[config.mk]
export PLATFORM = sky130hd
export DESIGN_NAME = led_seq
export DESIGN_NICKNAME = d
export VERILOG_FILES = /design/src/rtl/led_seq.sv
export SDC_FILE = /design/constraint.sdc
export NUM_CORES = 1
export LEC_CHECK = 0
export CAP_MARGIN = 25
export CORE_MARGIN = 1
export CORE_UTILIZATION = 44
export CTS_CLUSTER_SIZE = 10
export DETAILED_ROUTE_END_ITERATION = 16
export GPL_TIMING_DRIVEN = 0
export MAX_ROUTING_LAYER = met4
export SYNTH_ARGS = -nofsm -noshare
export SYNTH_HDL_FRONTEND = slang
export SYNTH_SLANG_ARGS = --single-unit
[constraint.sdc]
create_clock -name i_clk -period 4.3 [get_ports i_clk]
set_clock_uncertainty 0.2 [all_clocks]
set_input_delay 0.86 -clock i_clk [delete_from_list [all_inputs] [get_ports i_clk]]
set_output_delay 0.86 -clock i_clk [all_outputs]
set_load 0.005 [all_outputs]
[src/rtl/led_seq.sv]
`default_nettype none
// ============================================================================
//  Module      : led_seq
//  Description : RGB LED pattern sequencer. Plays a 4-entry table of
//                {rgb, duration} steps paced by the clk_div strobe.
//                o_led only ever changes in the cycle after a strobe.
//                Optional 16-level PWM dimmer enabled by defining the macro
//                LED_SEQ_PWM_EN; without it i_bright is ignored.
//  Revision    : 1.0 - initial release
// ============================================================================
module led_seq #(
    parameter int TICK_STB = 469,          // strobes per duration tick, >= 2
    parameter int CLK_FREQ = 48_000_000    // informational only
) (
    input  logic        i_clk,
    input  logic        i_rst,
    input  logic        i_stb,
    input  logic        i_wr,
    input  logic [1:0]  i_waddr,
    input  logic [10:0] i_wdata,
    input  logic [1:0]  i_last,
    input  logic        i_loop,
    input  logic        i_start,
    input  logic        i_stop,
    input  logic [3:0]  i_bright,
    output logic [2:0]  o_led,
    output logic        o_busy,
    output logic [1:0]  o_step,
    output logic        o_done
);

    // Tick counter is sized to hold 0 .. TICK_STB-1.
    localparam int            c_TW       = (TICK_STB > 1) ? $clog2(TICK_STB) : 1;
    localparam logic [c_TW-1:0] c_TICK_MAX = c_TW'(TICK_STB - 1);
    localparam logic [c_TW-1:0] c_TICK_ONE = c_TW'(1);

    // The clock frequency is kept for documentation of the tick period.
    localparam int c_unused_clk_freq = CLK_FREQ;

    typedef enum logic [0:0] {
        S_IDLE = 1'b0,
        S_PLAY = 1'b1
    } state_t;

    state_t          r_state;
    logic [10:0]     r_table [0:3];
    logic [1:0]      r_step;
    logic [c_TW-1:0] r_tick_cnt;
    logic [7:0]      r_dur_cnt;
    logic [2:0]      r_rgb;        // colour latched on step entry
    logic [2:0]      r_led;
    logic            r_busy;
    logic            r_done;

    logic            w_tick;
    logic [1:0]      w_next_step;
    logic [2:0]      w_pwm_mask;
    logic [2:0]      w_led_next;

    // A duration tick fires on the strobe that completes TICK_STB strobes.
    assign w_tick      = i_stb && (r_tick_cnt == c_TICK_MAX);
    assign w_next_step = r_step + 2'd1;

`ifdef LED_SEQ_PWM_EN
    logic [3:0] r_pwm_cnt;

    // Free-running PWM phase, advanced by every strobe in every state.
    always_ff @(posedge i_clk or posedge i_rst) begin
        if (i_rst) begin
            r_pwm_cnt <= 4'd0;
        end else if (i_stb) begin
            r_pwm_cnt <= r_pwm_cnt + 4'd1;
        end
    end

    // Channel may light only while the phase is at or below the brightness.
    assign w_pwm_mask = {3{r_pwm_cnt <= i_bright}};
`else
    // No dimmer: full duty, brightness input is deliberately ignored.
    assign w_pwm_mask = 3'b111;
    logic w_unused_bright;
    assign w_unused_bright = ^i_bright;
`endif

    // The LED level is computed from the state as it stands at the strobe,
    // so leaving PLAY blanks the LED at the next strobe.
    assign w_led_next = (r_state == S_PLAY) ? (r_rgb & w_pwm_mask) : 3'b000;

    // Step table storage; writes never stall and never affect a step in
    // progress because the colour and duration are copied on entry.
    always_ff @(posedge i_clk or posedge i_rst) begin
        if (i_rst) begin
            for (int i = 0; i < 4; i++) begin
                r_table[i] <= 11'd0;
            end
        end else if (i_wr) begin
            r_table[i_waddr] <= i_wdata;
        end
    end

    // Playback state machine: step sequencing, tick and duration counters.
    always_ff @(posedge i_clk or posedge i_rst) begin
        if (i_rst) begin
            r_state    <= S_IDLE;
            r_step     <= 2'd0;
            r_tick_cnt <= '0;
            r_dur_cnt  <= 8'd0;
            r_rgb      <= 3'b000;
            r_busy     <= 1'b0;
            r_done     <= 1'b0;
        end else begin
            r_done <= 1'b0;
            case (r_state)
                S_IDLE: begin
                    // Stop has priority over a simultaneous start.
                    if (i_start && !i_stop) begin
                        r_state    <= S_PLAY;
                        r_busy     <= 1'b1;
                        r_step     <= 2'd0;
                        r_tick_cnt <= '0;
                        r_dur_cnt  <= r_table[0][7:0];
                        r_rgb      <= r_table[0][10:8];
                    end
                end
                S_PLAY: begin
                    if (i_stop) begin
                        r_state <= S_IDLE;
                        r_busy  <= 1'b0;
                    end else if (i_start) begin
                        // Restart outranks any step end in the same cycle,
                        // which also suppresses a coincident done pulse.
                        r_step     <= 2'd0;
                        r_tick_cnt <= '0;
                        r_dur_cnt  <= r_table[0][7:0];
                        r_rgb      <= r_table[0][10:8];
                    end else if (i_stb) begin
                        if (w_tick) begin
                            r_tick_cnt <= '0;
                        end else begin
                            r_tick_cnt <= r_tick_cnt + c_TICK_ONE;
                        end
                        if (w_tick) begin
                            if (r_dur_cnt != 8'd0) begin
                                r_dur_cnt <= r_dur_cnt - 8'd1;
                            end else if (r_step >= i_last) begin
                                // ">=" lets a lowered i_last end the
                                // sequence once the current step finishes.
                                if (i_loop) begin
                                    r_step    <= 2'd0;
                                    r_dur_cnt <= r_table[0][7:0];
                                    r_rgb     <= r_table[0][10:8];
                                end else begin
                                    r_state <= S_IDLE;
                                    r_busy  <= 1'b0;
                                    r_done  <= 1'b1;
                                end
                            end else begin
                                r_step    <= w_next_step;
                                r_dur_cnt <= r_table[w_next_step][7:0];
                                r_rgb     <= r_table[w_next_step][10:8];
                            end
                        end
                    end
                end
                default: begin
                    r_state <= S_IDLE;
                    r_busy  <= 1'b0;
                end
            endcase
        end
    end

    // LED register, refreshed only on strobes.
    always_ff @(posedge i_clk or posedge i_rst) begin
        if (i_rst) begin
            r_led <= 3'b000;
        end else if (i_stb) begin
            r_led <= w_led_next;
        end
    end

    assign o_led  = r_led;
    assign o_busy = r_busy;
    assign o_step = r_step;
    assign o_done = r_done;

endmodule
`default_nettype wire

==> flow_summary.toml, run 1 <==
[clocking]
tritoncts = "built"
cts_resized = 0
root_buffer = "clkbuf_8"
cts_hold_buf = 0
clk_pin_slew_worst_paths_ns = 0.08
clockBufferDepth = 2
cts_setup_buffers = 0
htree_num_levels = 3
clk_latency_ns = 0.34
clkSinkCount = 72
numCtsBuffers = 9

[sta]
maxSlewViolCount = 0
tightest_slew_ns = 0.7113
setup_viol = 0
hold_viol = 0
min_period_ns = 3.138
setup_tns_ns = 0
rsz0062_at_grt = "false"
hold_slack_ns = 0.3035
worst_slack_ns = 1.162
fin_crit_sh_pct = 72.99
slew_headroom_pct = 52.32
fmax_mhz = 318.6

[drt]
dr.pass1.iters = 11
via_per_inst = 5.594
wl_um = 7913
vias = 2629
drc = 1
wire_per_inst_um = 16.84
drt_iter0_drc = 106
antenna_left = 0

[grt]
grt_pass1_vias = 2477
grt_pass1_wl_um = 13280
grt_usage_pct = 20.50
antenna_found_initial = 0
grt_overflow = 0
grt_max_degree = 56

[critical_path]
cp-start-kind = "flip-flop"
end_kind = "flip-flop"
critical_path_class = "flip-flop to flip-flop"
cp.required_ns = 4.33
rr_worst_depth = 9
cp.arrival_ns = 3.16
crit_fanout = 10

[floorplan]
row_count = 33
ioPinCount = 33
dieArea_mm2 = 0.008744
initial_utilization_pct = 45.07
die_width_um = 93.51
core_area_mm2 = 0.008175
die_h_um = 93.51

[status]
violations = "design-rule violations"
status = "complete, but fails checks"

[finish]
fin_nets = 392
nFillCells = 721
syn2layout_area_growth_pct = 17.89
drive_gt1_share_pct = 23.84
finalInstanceArea_mm2 = 0.004344
final_common_cell = "dfrtp_1"
final_cell_mix = "72 x dfrtp_1, 49 x mux2_2, 27 x clkdlybuf4s50_1, 19 x nor2_1, 18 x nand3_1"
ff_latch_area_mm2 = 0.001802
multi_input_area_mm2 = 0.001777
diodes = 0

[placed_design]
dp_slack_ns = 0.8857
portBuffers = 27
hpwlAfterDp_um = 5565
gp_congestion = 0.7687
post_dp_cell_area_mm2 = 0.004116

[yosys]
synthCells = 321
synth_top_cell_area_share_pct = 48.90
synth.net_count = 353
syn_avg_cell_area_um2 = 11.48
ys_seq_area_share_pct = 48.90
syn_area_mm2 = 0.003685
yosys-top-cells-area = "dfrtp_1 49%, mux2_2 15%, mux2i_1 2.7%"
synth_warnings = 0
synth_ff_type = "dfrtp_1"
synth_edf_count = 0
async_flop_share_pct = 100.0
ys_seq_elements = 72
synth_cell_types = 54
yosysTopAreaCell = "dfrtp_1"

[hold_path]
min_path_type = "flip-flop to flip-flop"
whs_path_depth = 1

[power]
power.total_uw = 1919
p_leak_uw = 0.001803
p_per_area_mw_per_mm2 = 441.7
vdd_drop_max_mv = 0.2721

[job]
drv_cap = 0
==> flip-flops by register name (all words and copies together) (netlist names) <==
signal      count
r_tick_cnt      9
r_table        44
o_done          1
r_rgb           3
r_dur_cnt       8
o_busy          1
o_led           3
o_step          2
r_state         1
==> synthesized netlist by cell type (3+ instances only) <==
master     count
dfrtp_1       72
mux2_2        49
nor2_1        19
nand3_1       18
a21oi_1       16
inv_1         13
nand2_1       13
mux2i_1       10
o21ai_0       10
xor2_1         8
clkbuf_1       6
ha_1           6
o22ai_1        5
o31ai_1        5
nand2b_1       4
buf_2          3
mux2_4         3
nand4_1        3
nor2b_1        3
nor3b_1        3
nor4_1         3
o2bb2ai_1      3
xnor2_1        3
==> critical path, cell delays in order (launching register included) <==
cell and delay [ns]:
dfrtp_1 0.39, buf_2 0.29, buf_2 0.33, inv_1 0.14, ha_1 0.28, nand2b_1 0.22
a21oi_2 0.49, o21a_4 0.21, o21a_4 0.17, mux2_4 0.30
==> per-layer routing <==
metal  GRT usage [%]  vias up  share of wire [%]
met1           28.94     1305                 49
met5               -        -                  0
met2           30.27       62                 47
met4           4.872        0               0.13
met3           4.390        4                3.7
li1                -     1258                  -
==> logic make-up (layout without fill, tap and decap cells) <==
kind of cell / after synthesis / in the layout / synth area share [%]
AND/OR/NAND/NOR: 80 / 80 / 11.89
flip-flops: 72 / 72 / 48.90
AO/OA/AOI/OAI: 64 / 64 / 12.77
multiplexers: 62 / 62 / 18.91
buffers and inverters: 26 / 70 / 2.886
XOR/XNOR: 11 / 11 / 2.615
adder cells (fa/ha/maj): 6 / 6 / 2.037
==> final timing paths <==
| kind | from | endpoint | slack, ns |
|---|---|---|---|
| worst max-delay path | o_step[0]$_DFFE_PP0P_ | r_rgb[1]$_DFFE_PP0P_ | 1.16 |
| worst min-delay path | r_table[19]$_DFFE_PP0P_ | r_table[19]$_DFFE_PP0P_ | 0.30 |
| worst max register to register | o_step[0]$_DFFE_PP0P_ | r_rgb[1]$_DFFE_PP0P_ | 1.16 |
| worst min register to register | r_table[19]$_DFFE_PP0P_ | r_table[19]$_DFFE_PP0P_ | 0.30 |
| max in group asynchronous | i_rst | r_table[7]$_DFFE_PP0P_ | 2.73 |
| min in group asynchronous | i_rst | o_led[1]$_DFFE_PP0P_ | 0.61 |
==> power breakdown <==
part           total (uW)  switching, uW  internal (uW)
combinational         418            195            223
clock                 619            273            346
sequential            882           85.8            796
total                1920            553           1370
==> metrics by stage <==
| stage | cells | utilization [%] |
|---|---|---|
| after detailed placement | 454 | 50.35 |
| after floorplan | 321 | - |
| after global routing | 470 | 53.14 |
| after CTS | 470 | 53.14 |
| final | 470 | 53.14 |
| after global placement | 453 | 49.98 |
==> layout make-up <==
type | instances | area share, %
Multi-Input combinational cell | 223 | 40.90
Clock buffer | 10 | 3.168
Inverter | 13 | 1.181
Sequential cell | 72 | 41.47
Tap cell | 105 | 3.024
Clock inverter | 6 | 2.074
Buffer | 13 | 1.325
Timing Repair Buffer | 28 | 6.855
Power figures use the tool's default switching activity.
==> run 2, diff against run 1 <==
--- a/config.mk
+++ b/config.mk
@@ -12,6 +12,7 @@
 export DETAILED_ROUTE_END_ITERATION = 16
 export GPL_TIMING_DRIVEN = 0
 export MAX_ROUTING_LAYER = met4
+export PLACE_DENSITY = 0.66
 export SYNTH_ARGS = -nofsm -noshare
 export SYNTH_HDL_FRONTEND = slang
 export SYNTH_SLANG_ARGS = --single-unit
==> constraint.sdc (replaced) <==
create_clock -name i_clk -period 2.6 [get_ports i_clk]
set_clock_uncertainty 0.2 [all_clocks]
set_input_delay 0.52 -clock i_clk [delete_from_list [all_inputs] [get_ports i_clk]]
set_output_delay 0.52 -clock i_clk [all_outputs]
set_load 0.005 [all_outputs]
==> run 2 against run 1 <==
Compared with the run above:
- via count is 1.1% lower
- first-iteration DRC count grew 36%
- largest cell class is now multi-input gates
- clock-buffer cell count shrank 1
- combinational power up 70%
- utilization rose by 0.64 points
- the run now ends clean
- sequential share of layout area shrank 0.50 points
- wire length shrank 3.5%
- critical path depth down 3
- worst hold slack is essentially flat
- power grew 65%
==> flow_summary.toml, run 2 (synthesis gave the netlist of run 1 again) <==
[sta]
tightest_slew_ns = 0.9112
min_period_ns = 2.508
fin_crit_sh_pct = 96.45
slew_headroom_pct = 39.26
hold_viol = 0
maxSlewViolCount = 0
setup_tns_ns = 0
setup_viol = 0
hold_slack_ns = 0.3036
rsz0062_at_grt = "true"
fmax_mhz = 398.8

[placed_design]
portBuffers = 27
post_dp_cell_area_mm2 = 0.004108
hpwlAfterDp_um = 5386
gp_congestion = 0.8312

[status]
status = "complete, no violations"

[floorplan]
die_h_um = 93.51
dieArea_mm2 = 0.008744
initial_utilization_pct = 45.07
row_count = 33
ioPinCount = 33
die_width_um = 93.51
core_area_mm2 = 0.008175

[grt]
grt_max_degree = 73
grt_pass1_vias = 2678
antenna_found_initial = 0
grt_overflow = 0
grt_pass1_wl_um = 13030
grt_usage_pct = 20.05

[drt]
dr.pass1.iters = 4
via_per_inst = 5.520
wire_per_inst_um = 16.22
wl_um = 7639
vias = 2600
drc = 0
drt_iter0_drc = 144
antenna_left = 0

[finish]
final_common_cell = "dfrtp_1"
final_cell_mix = "72 x dfrtp_1, 49 x mux2_2, 27 x clkdlybuf4s50_1, 18 x nor2_1, 18 x nand3_1"
diodes = 0
drive_gt1_share_pct = 26.23
fin_nets = 393
largest_reg_flops = 44
top_register = "r_table"
syn2layout_area_growth_pct = 19.32
reg_top3 = "r_table x44, r_tick_cnt x9, r_dur_cnt x8"
finalInstanceArea_mm2 = 0.004397

[critical_path]
startpoint = "i_stb"
cp-start-kind = "primary input"
cp.required_ns = 2.65
rr_worst_depth = 5
cp.arrival_ns = 2.55
critical_path_class = "primary input to flip-flop"
r2r_start = "r_dur_cnt[2]$_DFFE_PP0P_"
end_kind = "flip-flop"
reg2reg_slack_ns = 0.10
crit_fanout = 10
r2r_end = "r_dur_cnt[0]$_DFFE_PP0P_"

[power]
power.total_uw = 3160
p_per_area_mw_per_mm2 = 718.8
p_leak_uw = 0.001809
vdd_drop_max_mv = 0.3280

[hold_path]
min_path_type = "flip-flop to flip-flop"
hp-start = "r_table[19]$_DFFE_PP0P_"
whs_path_depth = 1
hold-path-endpoint = "r_table[19]$_DFFE_PP0P_"

[clocking]
clk_latency_ns = 0.35
htree_num_levels = 3
clk_pin_slew_worst_paths_ns = 0.08
clockBufferDepth = 2
cts_hold_buf = 0
numCtsBuffers = 9
clkSinkCount = 72
tritoncts = "built"
root_buffer = "clkbuf_8"

[job]
drv_cap = 0
-- run 2: cell types whose count changed in the layout (fill, tap and decap cells not counted), moves of 2 or more --
cell        previous run  this run
a221oi_2               0         2
clkinvlp_4             1         3
a221oi_1               2         0
inv_6                  2         0
buf_2                  3         1
buf_4                  1         4
-- run 2: worst max-delay path, stage by stage --
cell	delay [ns]
clkdlybuf4s50_1	0.61
and4b_1	0.28
a31oi_1	0.18
nor3_4	0.41
o21a_4	0.25
mux2_4	0.30
-- run 2: final cells by class --
class | count | area, um^2
Clock inverter | 7 | 96.34
Clock buffer | 9 | 123.9
Fill cell | 722 | 3779
Buffer | 12 | 67.56
Sequential cell | 72 | 1802
Multi-Input combinational cell | 223 | 1832
Tap cell | 105 | 131.4
Timing Repair Buffer | 30 | 292.8
Inverter | 13 | 51.30
-- run 2: what timing repair did --
item | CTS | global route
resized for setup | 3 | 9
hold endpoints to repair | 0 | 0
setup endpoints to repair | 12 | 12
setup buffers | 3 | 0
pin swaps | 1 | 1
-- run 2: worst max path at each step --
stage               slack (ns)  depth (start not counted)                        to
finish                    0.09                          6      r_rgb[2]$_DFFE_PP0P_
global route            -0.008                          8  r_dur_cnt[7]$_DFFE_PP0P_
CTS                       0.05                          8  r_dur_cnt[7]$_DFFE_PP0P_
detailed placement       -0.45                          6      r_rgb[2]$_DFFE_PP0P_
global placement         -1.18                          2   r_table[36]$_DFFE_PP0P_
floorplan                0.006                          9  r_dur_cnt[7]$_DFFE_PP0P_
-- run 2: through the flow --
stage / setup WS, ns / std cells / util (%)
after CTS: 0.05187 / 471 / 53.31
after detailed placement: -0.4542 / 453 / 50.24
after global placement: -1.178 / 453 / 50.21
after floorplan: 0.005645 / 321 / -
final: 0.09241 / 471 / 53.78
after global routing: -0.007884 / 471 / 53.78
-- run 2: report_power, final --
part,internal (uW),switching [uW]
Clock,539,446
Sequential,1320,148
Combinational,385,324
-- run 2: per-layer routing --
| layer | GRT usage [%] | wire length, um |
|---|---|---|
| met5 | - | 0 |
| met4 | 9.487 | 148 |
| met3 | 3.496 | 167 |
| met2 | 31.68 | 3723 |
| met1 | 25.09 | 3599 |
==> run 3, diff against run 2 <==
--- a/config.mk
+++ b/config.mk
@@ -5,6 +5,7 @@
 export SDC_FILE = /design/constraint.sdc
 export NUM_CORES = 1
 export LEC_CHECK = 0
+export ABC_CLOCK_PERIOD_IN_PS = 2600
 export CAP_MARGIN = 25
 export CORE_MARGIN = 1
 export CORE_UTILIZATION = 44
@@ -13,6 +14,8 @@
 export GPL_TIMING_DRIVEN = 0
 export MAX_ROUTING_LAYER = met4
 export PLACE_DENSITY = 0.66
+export RECOVER_POWER = 100
+export SKIP_LAST_GASP = 1
 export SYNTH_ARGS = -nofsm -noshare
 export SYNTH_HDL_FRONTEND = slang
 export SYNTH_SLANG_ARGS = --single-unit
==> run 3 against run 2 <==
Compared with the run above:
- the run now ends with max-capacitance violations, max-slew violations left
- cell area shrank 0.20%
- register-to-register slack is essentially flat
- critical path type unchanged
- global-route usage is the same
- largest power group unchanged
- non-clock buffer count is the same
- flip-flop and latch count is the same
- via count grew 0.58%
- die area is the same
- highest routed layer unchanged
- largest cell class unchanged
==> flow_summary.toml, run 3 (synthesis gave the netlist of run 1 again) <==
[sta]
setup_viol = 0
min_period_ns = 2.500
fmax_mhz = 400.0
tightest_slew_ns = 1.530
slew_headroom_pct = -2.011
maxSlewViolCount = 73
rsz0062_at_grt = "true"
hold_viol = 0
fin_crit_sh_pct = 96.15
setup_tns_ns = 0
worst_slack_ns = 0.1000

[drt]
wl_um = 7658
drt_iter0_drc = 149
vias = 2615
dr.pass1.iters = 4
drc = 0
antenna_left = 0
via_per_inst = 5.552
wire_per_inst_um = 16.26

[finish]
top_register = "r_table"
nFillCells = 725
fin_nets = 393
reg_top3 = "r_table x44, r_tick_cnt x9, r_dur_cnt x8"
drive_gt1_share_pct = 25.96
largest_reg_flops = 44
final_common_cell = "dfrtp_1"
final_cell_mix = "72 x dfrtp_1, 49 x mux2_2, 19 x clkdlybuf4s50_1, 18 x nor2_1, 18 x nand3_1"
fin_cells = 471
diodes = 0
finalInstanceArea_mm2 = 0.004388
syn2layout_area_growth_pct = 19.08

[critical_path]
crit_fanout = 10
critical_path_class = "primary input to flip-flop"
cp.required_ns = 2.65
cp_top_family = "simple AND/OR/NAND/NOR gates"
cp-start-kind = "primary input"
path_buf_inv = 1
critPathMaxStageDelay_ns = 0.61
crit_chain = "clkdlybuf4s50_1, and4b_1, a31oi_1, nor3_4, o21a_4, mux2_4"
end_kind = "flip-flop"
cp_slowest_cell = "clkdlybuf4s50_1"
cp.arrival_ns = 2.55

[status]
status = "complete, but fails checks"
violations = "max-capacitance violations, max-slew violations"

[power]
power.total_uw = 3155
vdd_drop_max_mv = 0.3301
p_leak_uw = 0.001822
p_per_area_mw_per_mm2 = 719.1

[placed_design]
hpwlAfterDp_um = 5386
dp_slack_ns = -0.4542
portBuffers = 27
dp_cells = 453
post_dp_cell_area_mm2 = 0.004108
gp_congestion = 0.8312

[floorplan]
row_count = 33
die_width_um = 93.51
initial_utilization_pct = 45.07
core_area_mm2 = 0.008175
die_h_um = 93.51
dieArea_mm2 = 0.008744
ioPinCount = 33

[grt]
grt_usage_pct = 20.05
antenna_found_initial = 0
grt_overflow = 0
grt_max_degree = 73
grt_pass1_vias = 2678
grt_pass1_wl_um = 13030

[clocking]
htree_num_levels = 3
clk_pin_slew_worst_paths_ns = 0.08
tritoncts = "built"
numCtsBuffers = 9
clk_latency_ns = 0.36
root_buffer = "clkbuf_8"
clockBufferDepth = 2
clkSinkCount = 72

[hold_path]
min_path_type = "flip-flop to flip-flop"

[job]
drv_cap = 1
-- run 3: cell types whose count changed in the layout (fill, tap and decap cells not counted), sizes merged --
| cell | delta |
|---|---|
| dlygate4sd3 | +8 |
| clkdlybuf4s50 | -8 |
-- run 3: per-stage QoR --
stage	hold WS, ns	util (%)
after floorplan	0.2680	-
after global placement	0.2812	50.21
after detailed placement	0.2869	50.24
after CTS	0.3051	53.31
after global routing	0.3244	53.67
final	0.3037	53.67
-- run 3: repair_timing --
item | CTS | global route
pin swaps | 1 | 1
buffers inserted | 3 | 0
endpoints found under the setup margin | 12 | 12
hold buffers | 0 | 0
resized for setup | 3 | 8
-- run 3: area by class of cell --
cell class                 instances  area, um^2  area share, %
inverter                          13       48.80          1.112
tap                              105       131.4          2.994
sequential                        72        1802          41.06
timing repair buffer              30       292.8          6.672
clock inverter                     7       96.34          2.196
multi-input combinational        223        1826          41.60
buffer                            12       67.56          1.540
clock buffer                       9       123.9          2.823
-- run 3: path summary, 6_finish.rpt --
path,slack [ns],startpoint,cells past startpoint,endpoint
worst min-delay path,0.30,r_table[19]$_DFFE_PP0P_,1,r_table[19]$_DFFE_PP0P_
worst min register to register,0.30,r_table[19]$_DFFE_PP0P_,1,r_table[19]$_DFFE_PP0P_
max in group asynchronous,0.41,i_rst,2,r_dur_cnt[3]$_DFFE_PP0P_
worst max register to register,0.11,o_step[0]$_DFFE_PP0P_,8,r_dur_cnt[7]$_DFFE_PP0P_
worst max-delay path,0.10,i_stb,6,r_rgb[2]$_DFFE_PP0P_
min in group asynchronous,0.84,i_rst,2,o_step[0]$_DFFE_PP0P_
-- run 3: report_power, final --
group	switching, uW	internal, uW
logic	322	380
clock network	449	539
registers	147	1320
-- run 3: routing by layer --
layer | share of wire [%] | vias to the layer above | global-route usage, %
met5 | 0 | - | -
met4 | 2.2 | 0 | 9.487
met3 | 2.1 | 13 | 3.496
met2 | 48 | 34 | 31.68
met1 | 47 | 1315 | 25.09
li1 | - | 1253 | -
